**config.mk**
```make
export PLATFORM = sky130hd
export DESIGN_NAME = muldiv_unit
export DESIGN_NICKNAME = d
export VERILOG_FILES = /design/src/rtl/muldiv_pkg.sv /design/src/rtl/muldiv_step.sv /design/src/rtl/muldiv_unit.sv
export SDC_FILE = /design/constraint.sdc
export NUM_CORES = 1
export LEC_CHECK = 0
export CAP_MARGIN = 20
export CORE_MARGIN = 10
export CORE_UTILIZATION = 45
export DETAILED_ROUTE_END_ITERATION = 12
export MAX_ROUTING_LAYER = met4
export PLACE_DENSITY = 0.62
export SLEW_MARGIN = 20
export SYNTH_ARGS = -nofsm -noshare
export SYNTH_HDL_FRONTEND = slang
export SYNTH_SLANG_ARGS = --single-unit
```
**constraint.sdc**
```tcl
create_clock -name clk_i -period 6.9 [get_ports clk_i]
set_input_delay 1.035 -clock clk_i [delete_from_list [all_inputs] [get_ports clk_i]]
set_output_delay 1.035 -clock clk_i [all_outputs]
set_load 0.05 [all_outputs]
```
**src/rtl/muldiv_pkg.sv**
```systemverilog
// Shared definitions for the iterative RV32M multiply/divide unit:
// funct3 encodings, FSM state type and operand-signedness helper.
package muldiv_pkg;

  localparam logic [2:0] F3_MUL    = 3'b000;
  localparam logic [2:0] F3_MULH   = 3'b001;
  localparam logic [2:0] F3_MULHSU = 3'b010;
  localparam logic [2:0] F3_MULHU  = 3'b011;
  localparam logic [2:0] F3_DIV    = 3'b100;
  localparam logic [2:0] F3_DIVU   = 3'b101;
  localparam logic [2:0] F3_REM    = 3'b110;
  localparam logic [2:0] F3_REMU   = 3'b111;

  typedef enum logic [1:0] {
    S_IDLE = 2'd0,
    S_CALC = 2'd1,
    S_DONE = 2'd2
  } state_t;

  // is_rs2=0 asks about op1, is_rs2=1 about op2; MULHSU is signed on op1 only.
  function automatic logic is_signed_op(input logic [2:0] f3, input logic is_rs2);
    if (is_rs2)
      return (f3 == F3_MUL) || (f3 == F3_MULH) || (f3 == F3_DIV) || (f3 == F3_REM);
    else
      return (f3 != F3_MULHU) && (f3 != F3_DIVU) && (f3 != F3_REMU);
  endfunction

endpackage

```
**src/rtl/muldiv_step.sv**
```systemverilog
// One radix-2 iteration: shift-add multiply step or restoring divide step.
// acc = product high half / partial remainder, low = multiplier / dividend-quotient.
module muldiv_step #(
  parameter int XLEN = 32
) (
  input  logic            i_div,
  input  logic [XLEN-1:0] i_acc,
  input  logic [XLEN-1:0] i_low,
  input  logic [XLEN-1:0] i_opnd,
  output logic [XLEN-1:0] o_acc,
  output logic [XLEN-1:0] o_low
);

  logic [XLEN:0]   w_sum;
  logic [XLEN:0]   w_shift;
  logic [XLEN-1:0] w_diff;
  logic            w_ge;

  assign w_sum   = {1'b0, i_acc} + (i_low[0] ? {1'b0, i_opnd} : {(XLEN+1){1'b0}});
  assign w_shift = {i_acc, i_low[XLEN-1]};
  assign w_ge    = (w_shift >= {1'b0, i_opnd});
  // When w_ge holds the true difference is below the divisor, so XLEN bits suffice.
  assign w_diff  = w_shift[XLEN-1:0] - i_opnd;

  always_comb begin
    o_acc = w_sum[XLEN:1];
    o_low = {w_sum[0], i_low[XLEN-1:1]};
    if (i_div) begin
      o_acc = w_ge ? w_diff : w_shift[XLEN-1:0];
      o_low = {i_low[XLEN-2:0], w_ge};
    end
  end

endmodule

```
**src/rtl/muldiv_unit.sv**
```systemverilog
// Iterative RV32M multiply/divide unit: magnitude datapath with sign fix-up,
// valid/ready handshake, divide-by-zero / overflow fast paths and flush.
module muldiv_unit
  import muldiv_pkg::*;
#(
  parameter int XLEN = 32
) (
  input  logic            clk_i,
  input  logic            rst_i,
  input  logic            valid_i,
  output logic            ready_o,
  input  logic [2:0]      funct3_i,
  input  logic [XLEN-1:0] op1_i,
  input  logic [XLEN-1:0] op2_i,
  input  logic            flush_i,
  output logic            valid_o,
  output logic [XLEN-1:0] result_o,
  output logic            busy_o
);

  localparam int CNT_W = $clog2(XLEN) + 1;

  state_t            r_state;
  state_t            w_state_next;
  logic [2:0]        r_f3;
  logic [XLEN-1:0]   r_acc;
  logic [XLEN-1:0]   r_low;
  logic [XLEN-1:0]   r_opnd;
  logic [CNT_W-1:0]  r_cnt;
  logic              r_neg_q;
  logic              r_neg_r;
  logic [XLEN-1:0]   r_result;

  logic              w_s1;
  logic              w_s2;
  logic [XLEN-1:0]   w_abs1;
  logic [XLEN-1:0]   w_abs2;
  logic              w_accept;
  logic              w_div0;
  logic              w_ovf;
  logic              w_fast;
  logic [XLEN-1:0]   w_fast_res;
  logic              w_last;
  logic [XLEN-1:0]   w_acc_next;
  logic [XLEN-1:0]   w_low_next;
  logic [2*XLEN-1:0] w_prod_fix;
  logic [XLEN-1:0]   w_quo_fix;
  logic [XLEN-1:0]   w_rem_fix;
  logic [XLEN-1:0]   w_final;

  assign w_s1     = is_signed_op(funct3_i, 1'b0) & op1_i[XLEN-1];
  assign w_s2     = is_signed_op(funct3_i, 1'b1) & op2_i[XLEN-1];
  assign w_abs1   = w_s1 ? -op1_i : op1_i;
  assign w_abs2   = w_s2 ? -op2_i : op2_i;
  assign w_accept = (r_state == S_IDLE) & valid_i & ~flush_i;
  assign w_div0   = funct3_i[2] & (op2_i == '0);
  assign w_ovf    = funct3_i[2] & is_signed_op(funct3_i, 1'b1)
                  & (op1_i == {1'b1, {(XLEN-1){1'b0}}}) & (&op2_i);
  assign w_fast   = w_div0 | w_ovf;
  assign w_last   = (r_state == S_CALC) & (r_cnt == CNT_W'(1));

  // funct3[1] separates REM/REMU from DIV/DIVU within the divide group.
  always_comb begin
    w_fast_res = funct3_i[1] ? {XLEN{1'b0}} : op1_i;
    if (w_div0)
      w_fast_res = funct3_i[1] ? op1_i : {XLEN{1'b1}};
  end

  muldiv_step #(.XLEN(XLEN)) u_step (
    .i_div  (r_f3[2]),
    .i_acc  (r_acc),
    .i_low  (r_low),
    .i_opnd (r_opnd),
    .o_acc  (w_acc_next),
    .o_low  (w_low_next)
  );

  assign w_prod_fix = r_neg_q ? -{w_acc_next, w_low_next} : {w_acc_next, w_low_next};
  assign w_quo_fix  = r_neg_q ? -w_low_next : w_low_next;
  assign w_rem_fix  = r_neg_r ? -w_acc_next : w_acc_next;

  always_comb begin
    w_final = w_rem_fix;
    case (r_f3)
      F3_MUL:                       w_final = w_prod_fix[XLEN-1:0];
      F3_MULH, F3_MULHSU, F3_MULHU: w_final = w_prod_fix[2*XLEN-1:XLEN];
      F3_DIV, F3_DIVU:              w_final = w_quo_fix;
      default:                      w_final = w_rem_fix;
    endcase
  end

  always_ff @(posedge clk_i or posedge rst_i) begin
    if (rst_i) r_state <= S_IDLE;
    else       r_state <= w_state_next;
  end

  always_comb begin
    w_state_next = r_state;
    case (r_state)
      S_IDLE:  if (w_accept) w_state_next = w_fast ? S_DONE : S_CALC;
      S_CALC:  if (w_last)   w_state_next = S_DONE;
      S_DONE:  w_state_next = S_IDLE;
      default: w_state_next = S_IDLE;
    endcase
    if (flush_i) w_state_next = S_IDLE;
  end

  always_ff @(posedge clk_i or posedge rst_i) begin
    if (rst_i) begin
      r_f3     <= '0;
      r_acc    <= '0;
      r_low    <= '0;
      r_opnd   <= '0;
      r_cnt    <= '0;
      r_neg_q  <= 1'b0;
      r_neg_r  <= 1'b0;
      r_result <= '0;
    end else if (w_accept) begin
      r_f3    <= funct3_i;
      r_acc   <= '0;
      r_low   <= w_abs1;
      r_opnd  <= w_abs2;
      r_cnt   <= CNT_W'(XLEN);
      r_neg_q <= w_s1 ^ w_s2;
      r_neg_r <= w_s1;
      if (w_fast) r_result <= w_fast_res;
    end else if ((r_state == S_CALC) && !flush_i) begin
      r_acc <= w_acc_next;
      r_low <= w_low_next;
      r_cnt <= r_cnt - CNT_W'(1);
      if (w_last) r_result <= w_final;
    end
  end

  assign ready_o  = (r_state == S_IDLE);
  assign busy_o   = ~ready_o;
  assign valid_o  = (r_state == S_DONE);
  assign result_o = r_result;

endmodule

```
==> reports/results.tsv <==
metric	value	unit
status	completed	
setup_viol	0	
slew_violations	0	
yosys_warnings	0	
ys_seq_elements	141	
layout-drive-gt1-share	6.128	%
synthArstFlopShare	100.0	%
core	34370	um2
die_w	206.1	um
cap_viol_max_count	0	
finalNetCount	2236	
cts_setup_buffers	0	
fin_worst_skew	0.01654	ns
cts_tree	built	
synth_most_common_cell	nand2_1	
grt_pass1_vias	15330	
grt_pass1_wl	94.76	mm
drc	0	
syn-num-nets	2205	
avgSynthCellArea	7.564	um2
startpoint_type	flip-flop	
fin_hold_ws	0.4811	ns
fin_crit	6.111	ns
ios	106	
synth_top_area_share	22.63	%
synth_area_leaders	dfrtp_1 (23%), o21ai_0 (7.1%), xnor2_1 (6.2%), nand2_1 (5.9%), ha_1 (5.7%)	
cts_hold_buffers	0	
ant_nets	0	
rsz0062_at_grt	no	
clkSinkCount	141	
vias	16450	
rows	68	
setup_tns	0	ns
synth_commonest_cells	nand2_1 (245), o21ai_0 (221), a21oi_1 (148)	
post-route-period-util	88.56	%
start_util	45.36	%
synth.cell_area	15590	um2
grt_start_max_net_pins	100	
worstSetupPathType	flip-flop to flip-flop	
first_iter_violations	1802	
synth_cell_type_count	101	
maxSlewHeadroom	26.05	%
total_power	8629	uW
synthCells	2061	
synth-edff-count	0	
post_drt_via_cell_ratio	6.425	
first_pass_iters	6	
port_buffers	105	
synth_top_area_cell	dfrtp_1	
final_hold_viol_count	0	
ir_drop	233.6	uV
grt_usage	29.84	%
tightest_slew	1.108	ns
hpwlAfterDp	48.98	mm
insertion_delay	0.45	ns
die-area	42490	um2
timing.critical_path.fanout_max	16	
area_growth	12.50	%
gp_congestion	1.078	
ys_dominant_reg_cell	dfrtp_1	
grt.overflow.total	0	
cp.required	7.19	ns
wl	62.66	mm
root_buffer	clkbuf_16	
hold_path_class	flip-flop to flip-flop	
arrival	6.40	ns
synth_seq_area_share	22.63	%
antenna_found_initial	1	
clk_pin_slew_worst_paths	0.07	ns
cts_max_level	4	
p_leak	0.006930	uW
cts_buffers	17	
endpoint_kind	flip-flop	
cts_resized	0	
clock_path_buffers	2	
wl_per_cell	24.47	um
die_y	206.1	um
power_per_cell_area	492.0	nW/um2
fmax	0.1636	GHz
[metrics by stage]
| step | util, % | cells | cell area [um2] | setup WS [ns] |
|---|---|---|---|---|
| floorplan | - | 2061 | 15590 | 1.264 |
| global placement | 49.30 | 2527 | 16950 | 1.018 |
| detailed placement | 49.30 | 2527 | 16950 | 0.9827 |
| CTS | 50.98 | 2559 | 17520 | 0.9513 |
| global route | 51.03 | 2561 | 17540 | 0.3975 |
| finish | 51.03 | 2561 | 17540 | 0.7893 |
[power breakdown]
part | internal, uW | leakage (uW) | switching, uW
Combinational | 2170 | 0.00484 | 3960
Clock | 495 | 0.000279 | 445
Sequential | 1120 | 0.00181 | 443
Total | 3780 | 0.00693 | 4850
[cells in the final DEF (no fill, tap or decap), types with 71 or more instances in the layout]
master	n
xnor2_1	110
nor2_1	136
o21ai_0	220
dfrtp_1	140
a21oi_1	147
nor3_1	71
xor2_1	71
ha_1	71
nand2_1	245
inv_1	72
clkdlybuf4s50_1	105
[critical path, stage by stage, from the launching register on]
cell,delay (ns)
dfrtp_1,0.45
ha_1,0.46
and4_1,0.34
nand3_1,0.23
nor2_1,0.13
a221oi_2,0.29
buf_4,0.29
nand2_2,0.08
nand2_1,0.14
inv_1,0.10
a21oi_1,0.22
ha_1,0.24
o211ai_1,0.15
or3_1,0.46
nor4_1,0.42
nand2_1,0.12
nor3_1,0.28
nand2_1,0.36
nor3_1,0.31
a31oi_1,0.17
xnor2_1,0.17
a221oi_1,0.38
o21ai_0,0.13
[cells by family (layout without fill, tap and decap cells)]
family                   after synthesis  in the layout  synth area share (%)
AO/OA/AOI/OAI                        656            656                 27.84
adder cells (fa/ha/maj)               99             99                 7.624
AND/OR/NAND/NOR                      738            738                 23.50
other                                  0              1                     0
flip-flops                           141            141                 22.63
buffers and inverters                197            241                 5.056
XOR/XNOR                             181            181                 10.17
multiplexers                          49             49                 3.178
[worst paths after layout]
check	slack [ns]	depth (start not counted)	end	start
min reg2reg	0.48	2	result_o[4]$_DFFE_PP0P_	result_o[4]$_DFFE_PP0P_
max in group asynchronous	4.50	3	r_f3[2]$_DFFE_PP0P_	rst_i
max reg2reg	0.79	22	result_o[22]$_DFFE_PP0P_	r_acc[23]$_DFFE_PP0P_
min in group asynchronous	1.19	2	r_low[19]$_DFFE_PP0P_	rst_i
min	0.48	2	result_o[4]$_DFFE_PP0P_	result_o[4]$_DFFE_PP0P_
max	0.79	22	result_o[22]$_DFFE_PP0P_	r_acc[23]$_DFFE_PP0P_
[layer usage]
layer  track usage, %  vias to the layer above  part of all wire (%)
li1                 -                     7639                     -
met1            40.71                     7935                    44
met2            43.05                      766                    43
met3            5.721                      114                   9.0
met4            10.79                        0                   3.6
met5                -                        -                     0
[cell type report]
cell class	instances	area, um2
diodes	1	2.502
clock buffers	19	452.9
multi-input cells	1723	11290
well taps	455	569.3
repair buffers	135	1284
inverters	74	282.8
fillers	3481	16830
clock inverters	13	121.4
flip-flops and latches	141	3532
[state kept, by name, summed over array words and instances (netlist names)]
register  flops
r_opnd       32
r_neg_r       1
result_o     32
r_state       2
r_low        32
r_acc        32
r_f3          3
r_cnt         6
r_neg_q       1
(Power assumes the default switching activity.)
